===== src/rtl/markup_scheduler_if.sv =====
// Signal bundle between the markup scheduler and its neighbours: character source,
// element_parser, layout event sink and the sticky error status.
interface markup_scheduler_if #(
    parameter int CHAR_BITES           = 8,
    parameter int ELE_TAG_BITES        = 3,
    parameter int ATTRIBUTE_TYPE_BITES = 3,
    parameter int ATTRIBUTE_VAL_BITES  = 16,
    parameter int DEPTH_W              = 4
);
    logic [CHAR_BITES-1:0]           in_char;
    logic                            in_valid;
    logic                            in_ready;

    logic [CHAR_BITES-1:0]           p_char;
    logic                            p_enable;
    logic                            p_finished;
    logic [ELE_TAG_BITES-1:0]        p_tag;
    logic                            p_type;
    logic                            p_has_attr;
    logic [ATTRIBUTE_TYPE_BITES-1:0] p_attr_type;
    logic [ATTRIBUTE_VAL_BITES-1:0]  p_attr_value;

    logic                            ev_valid;
    logic                            ev_ready;
    logic [1:0]                      ev_kind;
    logic [ELE_TAG_BITES-1:0]        ev_tag;
    logic [DEPTH_W-1:0]              ev_depth;
    logic [ATTRIBUTE_TYPE_BITES-1:0] ev_attr_type;
    logic [ATTRIBUTE_VAL_BITES-1:0]  ev_data;

    logic                            error;
    logic [1:0]                      error_code;

    modport master (
        input  in_char, in_valid,
        output in_ready,
        output p_char, p_enable,
        input  p_finished, p_tag, p_type, p_has_attr, p_attr_type, p_attr_value,
        output ev_valid, ev_kind, ev_tag, ev_depth, ev_attr_type, ev_data,
        input  ev_ready,
        output error, error_code
    );

    modport slave (
        output in_char, in_valid,
        input  in_ready,
        input  p_char, p_enable,
        output p_finished, p_tag, p_type, p_has_attr, p_attr_type, p_attr_value,
        input  ev_valid, ev_kind, ev_tag, ev_depth, ev_attr_type, ev_data,
        output ev_ready,
        input  error, error_code
    );
endinterface


===== src/rtl/markup_scheduler.sv =====
// Markup front-end sequencer: splits text from tags, feeds element_parser, tracks
// nesting on a tag stack and serialises open/close/attribute/text events.
module markup_scheduler #(
    parameter int STACK_DEPTH          = 8,
    parameter int DEPTH_W              = 4,
    parameter int CHAR_BITES           = 8,
    parameter int ELE_TAG_BITES        = 3,
    parameter int ATTRIBUTE_TYPE_BITES = 3,
    parameter int ATTRIBUTE_VAL_BITES  = 16
) (
    input logic                clock,
    input logic                reset_n,
    markup_scheduler_if.master bus
);
    localparam int IDX_W = (STACK_DEPTH > 1) ? $clog2(STACK_DEPTH) : 1;
    localparam logic [DEPTH_W-1:0] DEPTH_MAX = DEPTH_W'(STACK_DEPTH);

    localparam logic [CHAR_BITES-1:0] CH_LT  = CHAR_BITES'(8'h3C);
    localparam logic [CHAR_BITES-1:0] CH_GT  = CHAR_BITES'(8'h3E);
    localparam logic [CHAR_BITES-1:0] CH_SP  = CHAR_BITES'(8'h20);
    localparam logic [CHAR_BITES-1:0] CH_TAB = CHAR_BITES'(8'h09);
    localparam logic [CHAR_BITES-1:0] CH_LF  = CHAR_BITES'(8'h0A);
    localparam logic [CHAR_BITES-1:0] CH_CR  = CHAR_BITES'(8'h0D);

    localparam logic [1:0] EV_OPEN  = 2'd0;
    localparam logic [1:0] EV_CLOSE = 2'd1;
    localparam logic [1:0] EV_ATTR  = 2'd2;
    localparam logic [1:0] EV_TEXT  = 2'd3;

    localparam logic [1:0] ERR_OVER     = 2'd1;
    localparam logic [1:0] ERR_UNDER    = 2'd2;
    localparam logic [1:0] ERR_MISMATCH = 2'd3;

    typedef enum logic [2:0] {SCAN, FEED, WAIT_FIN, CLEAR, HALT} state_t;

    state_t state, state_nxt;

    logic                            armed;
    logic [CHAR_BITES-1:0]           p_char_q;
    logic                            p_enable_q, p_enable_nxt;

    logic                            ev_valid_q;
    logic [1:0]                      ev_kind_q;
    logic [ELE_TAG_BITES-1:0]        ev_tag_q;
    logic [DEPTH_W-1:0]              ev_depth_q;
    logic [ATTRIBUTE_TYPE_BITES-1:0] ev_attr_type_q;
    logic [ATTRIBUTE_VAL_BITES-1:0]  ev_data_q;

    logic [ELE_TAG_BITES-1:0]        stack [STACK_DEPTH];
    logic [DEPTH_W-1:0]              depth, depth_nxt, depth_m1;
    logic                            attr_seen;
    logic                            error_q, error_nxt;
    logic [1:0]                      error_code_q, error_code_nxt;

    logic                            slot_free, in_ready, accept, is_space;
    logic                            attr_fire, fin_fire, feed, push;
    logic [ELE_TAG_BITES-1:0]        top_tag;

    logic                            load;
    logic [1:0]                      kind_nxt;
    logic [ELE_TAG_BITES-1:0]        tag_nxt;
    logic [DEPTH_W-1:0]              ev_depth_nxt;
    logic [ATTRIBUTE_TYPE_BITES-1:0] attr_type_nxt;
    logic [ATTRIBUTE_VAL_BITES-1:0]  data_nxt;

    assign depth_m1  = depth - DEPTH_W'(1);
    assign top_tag   = (depth == '0) ? '0 : stack[depth_m1[IDX_W-1:0]];
    assign slot_free = !ev_valid_q || bus.ev_ready;

    // armed keeps in_ready low while reset is asserted and for the first cycle after it
    assign in_ready  = armed && ((state == SCAN) || (state == FEED)) && slot_free;
    assign accept    = bus.in_valid && in_ready;
    assign is_space  = (bus.in_char == CH_SP) || (bus.in_char == CH_TAB) ||
                       (bus.in_char == CH_LF) || (bus.in_char == CH_CR);

    // Attribute capture wins the slot; finish handling waits for the next loadable cycle
    assign attr_fire = ((state == FEED) || (state == WAIT_FIN)) && bus.p_has_attr &&
                       !attr_seen && slot_free;
    assign fin_fire  = (state == WAIT_FIN) && bus.p_finished && slot_free && !attr_fire;

    always_comb begin
        state_nxt      = state;
        p_enable_nxt   = p_enable_q;
        feed           = 1'b0;
        push           = 1'b0;
        depth_nxt      = depth;
        error_nxt      = error_q;
        error_code_nxt = error_code_q;
        load           = 1'b0;
        kind_nxt       = EV_TEXT;
        tag_nxt        = top_tag;
        ev_depth_nxt   = depth;
        attr_type_nxt  = '0;
        data_nxt       = ATTRIBUTE_VAL_BITES'(bus.in_char);

        case (state)
            SCAN: begin
                if (accept) begin
                    if (bus.in_char == CH_LT) state_nxt = FEED;
                    else if (!is_space)       load      = 1'b1;
                end
            end
            FEED: begin
                if (accept) begin
                    feed         = 1'b1;
                    p_enable_nxt = 1'b1;
                    if (bus.in_char == CH_GT) state_nxt = WAIT_FIN;
                end
            end
            WAIT_FIN: begin
                if (fin_fire) begin
                    state_nxt    = CLEAR;
                    p_enable_nxt = 1'b0;
                    tag_nxt      = bus.p_tag;
                    data_nxt     = '0;
                    if (!bus.p_type) begin
                        if (depth == DEPTH_MAX) begin
                            error_nxt      = 1'b1;
                            error_code_nxt = ERR_OVER;
                            state_nxt      = HALT;
                        end else begin
                            load      = 1'b1;
                            kind_nxt  = EV_OPEN;
                            push      = 1'b1;
                            depth_nxt = depth + DEPTH_W'(1);
                        end
                    end else if (depth == '0) begin
                        error_nxt      = 1'b1;
                        error_code_nxt = ERR_UNDER;
                        state_nxt      = HALT;
                    end else if (top_tag != bus.p_tag) begin
                        error_nxt      = 1'b1;
                        error_code_nxt = ERR_MISMATCH;
                        state_nxt      = HALT;
                    end else begin
                        load         = 1'b1;
                        kind_nxt     = EV_CLOSE;
                        depth_nxt    = depth_m1;
                        ev_depth_nxt = depth_m1;
                    end
                end
            end
            CLEAR:   state_nxt = SCAN;
            HALT:    state_nxt = HALT;
            default: state_nxt = SCAN;
        endcase

        if (attr_fire) begin
            load          = 1'b1;
            kind_nxt      = EV_ATTR;
            tag_nxt       = bus.p_tag;
            ev_depth_nxt  = depth;
            attr_type_nxt = bus.p_attr_type;
            data_nxt      = bus.p_attr_value;
        end
    end

    always_ff @(posedge clock or negedge reset_n) begin
        if (!reset_n) begin
            state          <= SCAN;
            armed          <= 1'b0;
            p_char_q       <= '0;
            p_enable_q     <= 1'b0;
            ev_valid_q     <= 1'b0;
            ev_kind_q      <= '0;
            ev_tag_q       <= '0;
            ev_depth_q     <= '0;
            ev_attr_type_q <= '0;
            ev_data_q      <= '0;
            depth          <= '0;
            attr_seen      <= 1'b0;
            error_q        <= 1'b0;
            error_code_q   <= '0;
        end else begin
            state        <= state_nxt;
            armed        <= 1'b1;
            p_enable_q   <= p_enable_nxt;
            depth        <= depth_nxt;
            error_q      <= error_nxt;
            error_code_q <= error_code_nxt;
            if (feed) p_char_q <= bus.in_char;

            if (attr_fire)            attr_seen <= 1'b1;
            else if (!bus.p_has_attr) attr_seen <= 1'b0;

            if (load) begin
                ev_valid_q     <= 1'b1;
                ev_kind_q      <= kind_nxt;
                ev_tag_q       <= tag_nxt;
                ev_depth_q     <= ev_depth_nxt;
                ev_attr_type_q <= attr_type_nxt;
                ev_data_q      <= data_nxt;
            end else if (bus.ev_ready) begin
                ev_valid_q <= 1'b0;
            end
        end
    end

    // Entries above depth are don't-care, so the stack storage needs no reset
    always_ff @(posedge clock) begin
        if (push) stack[depth[IDX_W-1:0]] <= bus.p_tag;
    end

    assign bus.in_ready     = in_ready;
    assign bus.p_char       = p_char_q;
    assign bus.p_enable     = p_enable_q;
    assign bus.ev_valid     = ev_valid_q;
    assign bus.ev_kind      = ev_kind_q;
    assign bus.ev_tag       = ev_tag_q;
    assign bus.ev_depth     = ev_depth_q;
    assign bus.ev_attr_type = ev_attr_type_q;
    assign bus.ev_data      = ev_data_q;
    assign bus.error        = error_q;
    assign bus.error_code   = error_code_q;
endmodule


===== src/flat_wrapper.sv =====
// flat-port wrapper written by rule: the top's interface ports become plain ports
module markup_scheduler_flat 
#(
    parameter int STACK_DEPTH          = 8,
    parameter int DEPTH_W              = 4,
    parameter int CHAR_BITES           = 8,
    parameter int ELE_TAG_BITES        = 3,
    parameter int ATTRIBUTE_TYPE_BITES = 3,
    parameter int ATTRIBUTE_VAL_BITES  = 16
)
  (clock, reset_n, bus_in_char, bus_in_valid, bus_in_ready, bus_p_char, bus_p_enable, bus_p_finished, bus_p_tag, bus_p_type, bus_p_has_attr, bus_p_attr_type, bus_p_attr_value, bus_ev_valid, bus_ev_kind, bus_ev_tag, bus_ev_depth, bus_ev_attr_type, bus_ev_data, bus_ev_ready, bus_error, bus_error_code);
  markup_scheduler_if #(.CHAR_BITES(CHAR_BITES), .ELE_TAG_BITES(ELE_TAG_BITES), .ATTRIBUTE_TYPE_BITES(ATTRIBUTE_TYPE_BITES), .ATTRIBUTE_VAL_BITES(ATTRIBUTE_VAL_BITES), .DEPTH_W(DEPTH_W)) bus_i ();
  input logic clock;
  input logic reset_n;
  input wire logic [$bits(bus_i.in_char)-1:0] bus_in_char;
  input wire logic [$bits(bus_i.in_valid)-1:0] bus_in_valid;
  output wire logic [$bits(bus_i.in_ready)-1:0] bus_in_ready;
  output wire logic [$bits(bus_i.p_char)-1:0] bus_p_char;
  output wire logic [$bits(bus_i.p_enable)-1:0] bus_p_enable;
  input wire logic [$bits(bus_i.p_finished)-1:0] bus_p_finished;
  input wire logic [$bits(bus_i.p_tag)-1:0] bus_p_tag;
  input wire logic [$bits(bus_i.p_type)-1:0] bus_p_type;
  input wire logic [$bits(bus_i.p_has_attr)-1:0] bus_p_has_attr;
  input wire logic [$bits(bus_i.p_attr_type)-1:0] bus_p_attr_type;
  input wire logic [$bits(bus_i.p_attr_value)-1:0] bus_p_attr_value;
  output wire logic [$bits(bus_i.ev_valid)-1:0] bus_ev_valid;
  output wire logic [$bits(bus_i.ev_kind)-1:0] bus_ev_kind;
  output wire logic [$bits(bus_i.ev_tag)-1:0] bus_ev_tag;
  output wire logic [$bits(bus_i.ev_depth)-1:0] bus_ev_depth;
  output wire logic [$bits(bus_i.ev_attr_type)-1:0] bus_ev_attr_type;
  output wire logic [$bits(bus_i.ev_data)-1:0] bus_ev_data;
  input wire logic [$bits(bus_i.ev_ready)-1:0] bus_ev_ready;
  output wire logic [$bits(bus_i.error)-1:0] bus_error;
  output wire logic [$bits(bus_i.error_code)-1:0] bus_error_code;
  assign bus_i.in_char = bus_in_char;
  assign bus_i.in_valid = bus_in_valid;
  assign bus_in_ready = bus_i.in_ready;
  assign bus_p_char = bus_i.p_char;
  assign bus_p_enable = bus_i.p_enable;
  assign bus_i.p_finished = bus_p_finished;
  assign bus_i.p_tag = bus_p_tag;
  assign bus_i.p_type = bus_p_type;
  assign bus_i.p_has_attr = bus_p_has_attr;
  assign bus_i.p_attr_type = bus_p_attr_type;
  assign bus_i.p_attr_value = bus_p_attr_value;
  assign bus_ev_valid = bus_i.ev_valid;
  assign bus_ev_kind = bus_i.ev_kind;
  assign bus_ev_tag = bus_i.ev_tag;
  assign bus_ev_depth = bus_i.ev_depth;
  assign bus_ev_attr_type = bus_i.ev_attr_type;
  assign bus_ev_data = bus_i.ev_data;
  assign bus_i.ev_ready = bus_ev_ready;
  assign bus_error = bus_i.error;
  assign bus_error_code = bus_i.error_code;
  markup_scheduler #(.STACK_DEPTH(STACK_DEPTH), .DEPTH_W(DEPTH_W), .CHAR_BITES(CHAR_BITES), .ELE_TAG_BITES(ELE_TAG_BITES), .ATTRIBUTE_TYPE_BITES(ATTRIBUTE_TYPE_BITES), .ATTRIBUTE_VAL_BITES(ATTRIBUTE_VAL_BITES)) u_core (.clock(clock), .reset_n(reset_n), .bus(bus_i));
endmodule

===== config.mk =====
export PLATFORM = sky130hd
export DESIGN_NAME = markup_scheduler_flat
export DESIGN_NICKNAME = d
export VERILOG_FILES = /design/src/rtl/markup_scheduler_if.sv /design/src/rtl/markup_scheduler.sv /design/src/flat_wrapper.sv
export SDC_FILE = /design/constraint.sdc
export NUM_CORES = 1
export LEC_CHECK = 0
export CORE_UTILIZATION = 40
export DETAILED_ROUTE_END_ITERATION = 16
export GPL_ROUTABILITY_DRIVEN = 1
export PLACE_DENSITY = 0.7
export SYNTH_ARGS = -nofsm -noshare
export SYNTH_HDL_FRONTEND = slang
export SYNTH_SLANG_ARGS = --single-unit

===== constraint.sdc =====
create_clock -name clock -period 5.4 [get_ports clock]
set_clock_uncertainty 0.1 [all_clocks]
set_input_delay 0.81 -clock clock [delete_from_list [all_inputs] [get_ports clock]]
set_output_delay 0.81 -clock clock [all_outputs]
set_load 0.05 [all_outputs]

==> results_dict.tcl, run 1 <==
set metrics [dict create \
    cp-start-kind "input port" \
    synth.avg_cell_area_um2 11.4 \
    dpl.hpwl_mm 6.05 \
    yosysUniqueCellTypes 69 \
    critical_path_required_ns 4.49 \
    antenna_cells 0 \
    cts_sinks 74 \
    cp-end-kind "primary output" \
    vias 2775 \
    worstPathArrival_ns 2.77 \
    status "finished with violations" \
    final_util_pct 52.7 \
    dpl.cell_count 493 \
    syn_inst 327 \
    dr.pass1.iters 11 \
    criticalPathCategory "input port to primary output" \
    grt_pass1_vias 2755 \
    maxSlewHeadroom_pct 21.8 \
    fin_setup_tns_ns 0 \
    coreArea_mm2 0.00889 \
    grt_use_met2_pct 28.1 \
    grt_max_degree 51 \
    layout-drive-gt1-share_pct 13.2 \
    start_util_pct 41.9 \
    post_cts_buffers 0 \
    swShare_pct 40.8 \
    antenna_found_initial 0 \
    cts_resized 0 \
    h-tree-depth 3 \
    drtIter0Drc 196 \
    numPortBuffers 78 \
    combPwrFrac_pct 40.4 \
    die_width_um 98.5 \
    place_area_mm2 0.00451 \
    crit_path_cell_trace "clkdlybuf4s50_1 -> nor2b_1 -> nor4b_1 -> clkdlybuf4s50_1" \
    fillers 785 \
    synth_flop_cell "dfrtp_1" \
    grt-ovfl-total 0 \
    fin_total_pwr_uw 1880 \
    drt_wl_total_mm 8.28 \
    final_cell_mix "clkdlybuf4s50_1 (77), nand2_1 (53), dfrtp_1 (50)" \
    stdcell_area_mm2 0.00469 \
    clk_latency_ns 0.35 \
    ys_warn_count 0 \
    use_met3_pct 4.40 \
    busiest_layer "met2" \
    cpLargestDelayFamily "buffers and inverters" \
    numCtsBuffers 9 \
    antenna_left 0 \
    synth-edff-count 24 \
    crit_slowest_cell "clkdlybuf4s50_1" \
    final_common_cell "clkdlybuf4s50_1" \
    met1_usage_pct 25.2 \
    async_flop_share_pct 67.6 \
    worst-path-max-fanout 6 \
    violations "DRC" \
    gp_congestion 0.830 \
    max_stage_delay_ns 0.90 \
    synthesis.nets 366 \
    layout.nets 435 \
    grt_pass1_wl_mm 13.8 \
    cts_tree "done" \
    hold_class "flip-flop to flip-flop" \
    worst-path-buf-inv 2 \
    syn_to_final_growth_pct 25.8 \
    final_hold_viol_count 0 \
    yosys_register_bits 74 \
    power.density_mw_per_mm2 402 \
    tightest_slew_ns 1.16 \
    layout_min_cycle_time_ns 3.68 \
    fp.dieH_um 98.5 \
    crit_top_cell "clkdlybuf4s50_1" \
    stdcell_count 509 \
    io_pins 79 \
    max-cap-violations 0 \
    drc_errors 6 \
    drt-vias-per-instance 5.45 \
    cts_hold_buf 0 \
    p_int_uw 1110 \
    dieArea_mm2 0.00971 \
    power.switching_uw 769 \
    ir_drop_mv 0.213 \
    grt_util_all_layers_pct 18.3 \
    wire_per_inst_um 16.3 \
    fmax_mhz 272 \
    fin_crit_sh_pct 68.1 \
    finalSetupViolCount 0 \
    rows 34 \
    p_seq_share_pct 38.3 \
    p_leak_uw 0.00185 \
    syn_area_mm2 0.00373 \
    p_clk_share_pct 21.2 \
    cts.path.max_buffers 2 \
    clockRootBuffer "clkbuf_8" \
    rsz0062_at_grt "false" \
    maxSlewViolCount 0 \
    ys_seq_area_share_pct 52.9 \
    clkTransAtPathRegs_ns 0.07 \
]
==> power by group through the flow <==
| stage | logic [µW] | clock network, µW | registers [µW] |
|---|---|---|---|
| 3_3_place_gp | 750 | 0 | 733 |
| 2_1_floorplan | 256 | 0 | 991 |
| 4_1_cts | 764 | 408 | 723 |
| 5_1_grt | 804 | 433 | 738 |
| 3_5_place_dp | 762 | 0 | 734 |
| 6_report | 761 | 400 | 722 |
==> cells in the mapped netlist (7+ instances only) <==
master	number	area, µm²
edfxtp_1	24	721
mux2i_1	9	90.1
o21ai_1	11	55.1
nand2_1	53	199
mux2_2	9	101
inv_1	7	26.3
o31ai_1	9	67.6
nor3_1	11	55.1
nor2_1	18	67.6
dfrtp_1	50	1250
a21oi_1	8	40.0
o21ai_0	8	40.0
clkbuf_1	8	30.0
==> kinds of logic after synthesis <==
kind of cell | synth area share, %
flip-flops | 52.9
buffers and inverters | 4.50
multiplexers | 10.5
adder cells (fa/ha/maj) | 0.671
XOR/XNOR | 2.01
AO/OA/AOI/OAI | 11.3
other | 0.101
AND/OR/NAND/NOR | 18.1
==> per-stage QoR <==
stage / setup WS (ns) / hold slack (ns)
after floorplan: 1.32 / 0.368
after global placement: 1.70 / 0.352
after detailed placement: 1.63 / 0.349
after CTS: 1.71 / 0.374
after global routing: 1.62 / 0.397
final: 1.72 / 0.367
==> state kept, by name, summed over array words and instances, names as in the netlist, 2 cells and up <==
| name | count |
|---|---|
| u_core.bus.ev_kind | 2 |
| u_core.bus.error_code | 2 |
| u_core.bus.ev_attr_type | 3 |
| u_core.depth | 4 |
| u_core.bus.ev_depth | 4 |
| u_core.state | 3 |
| u_core.bus.ev_tag | 3 |
| u_core.bus.p_char | 8 |
| u_core.stack | 24 |
| u_core.bus.ev_data | 16 |
==> metal layers <==
metal,vias to the layer above,part of all wire (%),wire [µm]
li1,1332,-,-
met1,1333,46,3810
met2,95,47,3850
met3,15,5.7,475
met4,0,1.7,137
met5,-,0,0
==> worst paths after layout <==
kind / start / endpoint / slack [ns] / cells after the start
max: bus_ev_ready / bus_in_ready / 1.72 / 4
min: u_core.bus.error / u_core.bus.error / 0.37 / 1
max reg2reg: u_core.depth[0] / u_core.bus.ev_depth[3] / 1.85 / 9
min reg2reg: u_core.bus.error / u_core.bus.error / 0.37 / 1
max in group asynchronous: reset_n / u_core.bus.error_code[0] / 3.96 / 1
min in group asynchronous: reset_n / u_core.bus.ev_data[9] / 0.54 / 1
==> layout make-up <==
class / count / area (µm²) / share of cell area (%)
tap: 108 / 135 / 2.88
inverter: 8 / 30.0 / 0.640
clock inverter: 7 / 58.8 / 1.25
sequential: 74 / 1970 / 42.0
timing repair buffer: 78 / 776 / 16.5
clock buffer: 9 / 124 / 2.64
multi-input combinational: 225 / 1590 / 34.0
(Power assumes the default switching activity.)
==> run 2: changes to the inputs <==
==> constraint.sdc (replaced) <==
create_clock -name clock -period 3.7 [get_ports clock]
set_clock_uncertainty 0.1 [all_clocks]
set_input_delay 0.555 -clock clock [delete_from_list [all_inputs] [get_ports clock]]
set_output_delay 0.555 -clock clock [all_outputs]
set_load 0.05 [all_outputs]
==> run 2 against run 1 <==
The flow still finishes with violations (DRC); non-clock buffer count up 6; flip-flop and latch count unchanged; clock power up 74%; utilization up 1.0 points; routed wire length up 2.8%; combinational power up 47%; global-route usage up 0.31 points; sequential power up 45%; final area up 1.9%; total power up 52%; final cell count up 1.2%.
==> results_dict.tcl, run 2 (synthesized netlist as in run 1, its figures left out) <==
set metrics [dict create \
    clk_latency_ns 0.35 \
    rr_startpoint "u_core.depth[0]" \
    worst-path-max-fanout 8 \
    final_hold_viol_count 0 \
    place_ws_ns 0.467 \
    fmax_mhz 326 \
    post_cts_buffers 0 \
    final_cell_mix "clkdlybuf4s50_1 (77), nand2_1 (53), dfrtp_1 (50)" \
    violations "DRC" \
    final_common_cell "clkdlybuf4s50_1" \
    critical_path_required_ns 3.84 \
    hold_class "input port to async pin" \
    regToRegSetupSlack_ns 0.63 \
    maxSlewHeadroom_pct 26.5 \
    rsz0062_at_grt "false" \
    final_util_pct 53.8 \
    p_int_uw 1760 \
    grt_max_degree 51 \
    dpl.cell_count 499 \
    io_pins 79 \
    stdcell_area_mm2 0.00478 \
    power.density_mw_per_mm2 600 \
    numCtsBuffers 9 \
    finalSetupViolCount 0 \
    tightest_slew_ns 1.10 \
    grt-ovfl-total 0 \
    die_width_um 98.5 \
    layout-drive-gt1-share_pct 14.7 \
    reg2reg_to "u_core.bus.ev_depth[3]" \
    dr.pass1.iters 10 \
    cts_hold_buf 0 \
    antenna_found_initial 0 \
    power.switching_uw 1100 \
    gp_congestion 0.936 \
    clockRootBuffer "clkbuf_8" \
    status "finished with violations" \
    drc_errors 2 \
    ir_drop_mv 0.349 \
    worstPathArrival_ns 3.21 \
    grt_util_all_layers_pct 18.6 \
    max-cap-violations 0 \
    drt_wl_total_mm 8.51 \
    vias 2778 \
    rr_worst_depth 9 \
    layout_min_cycle_time_ns 3.07 \
    numPortBuffers 78 \
    drtIter0Drc 222 \
    cp-end-kind "flip-flop" \
    fp.dieH_um 98.5 \
    h-tree-depth 3 \
    antenna_cells 0 \
    cts.path.max_buffers 2 \
    start_util_pct 41.9 \
    fin_setup_tns_ns 0 \
    maxSlewViolCount 0 \
    cts_tree "done" \
    cts_resized 0 \
    wire_per_inst_um 16.5 \
    combPwrFrac_pct 39.0 \
    cp-startpoint "u_core.depth[0]" \
    largest_reg_flops 24 \
    grt_pass1_vias 2654 \
    p_clk_share_pct 24.3 \
    clkTransAtPathRegs_ns 0.08 \
    criticalPathCategory "flip-flop to flip-flop" \
    antenna_left 0 \
    drt-vias-per-instance 5.39 \
    cts_sinks 74 \
    fin_crit_sh_pct 83.0 \
    p_leak_uw 0.00191 \
    rows 34 \
    cp-start-kind "flip-flop" \
    dieArea_mm2 0.00971 \
    coreArea_mm2 0.00889 \
    swShare_pct 38.5 \
    place_area_mm2 0.00456 \
    p_seq_share_pct 36.7 \
    stdcell_count 515 \
    syn_to_final_growth_pct 28.2 \
    grt_pass1_wl_mm 13.9 \
    worst_slack_ns 0.629 \
    layout.nets 441 \
    dpl.hpwl_mm 6.30 \
]
==> run 2: final cells by class <==
cell class / count / area, µm²
fillers: 763 / 4110
flip-flops and latches: 74 / 1970
multi-input cells: 225 / 1600
repair buffers: 84 / 821
well taps: 108 / 135
clock buffers: 9 / 124
clock inverters: 7 / 97.6
inverters: 8 / 30.0
==> run 2: how the worst max path moves through the flow <==
| stage | endpoint | cells past startpoint |
|---|---|---|
| floorplan | u_core.bus.ev_data[6] | 7 |
| global placement | u_core.bus.ev_data[10] | 8 |
| detailed placement | u_core.bus.ev_data[8] | 8 |
| CTS | u_core.bus.ev_depth[3] | 9 |
| global route | u_core.bus.ev_data[5] | 9 |
| finish | u_core.bus.ev_depth[3] | 9 |
==> run 2: critical path, stage by stage, from the launching register on <==
cell,delay [ns]
dfrtp_1,0.39
inv_1,0.17
ha_1,0.36
or3b_1,0.55
nand3_1,0.21
a21o_4,0.16
nand4_4,0.09
or4_4,0.53
mux2i_1,0.12
mux2_1,0.27
==> run 2: power by group through the flow <==
stage,logic (µW),registers (µW),clock network [µW]
after floorplan,375,1450,0
after CTS,1130,1050,714
after global routing,1180,1070,753
after global placement,1110,1060,0
after detailed placement,1120,1070,0
final,1120,1050,696
==> run 2: routing by layer <==
| metal | track usage [%] | share of wire (%) | routed length [µm] |
|---|---|---|---|
| met1 | 26.7 | 48 | 4120 |
| met4 | 5.40 | 1.0 | 88 |
| met5 | 0 | 0 | 0 |
| met2 | 28.1 | 45 | 3850 |
| met3 | 4.47 | 5.2 | 443 |
==> run 2: through the flow <==
step / total power [µW] / hold WS (ns)
3_5_place_dp: 2190 / 0.344
4_1_cts: 2890 / 0.339
3_3_place_gp: 2170 / 0.357
5_1_grt: 3000 / 0.386
2_1_floorplan: 1820 / 0.159
6_report: 2870 / 0.301
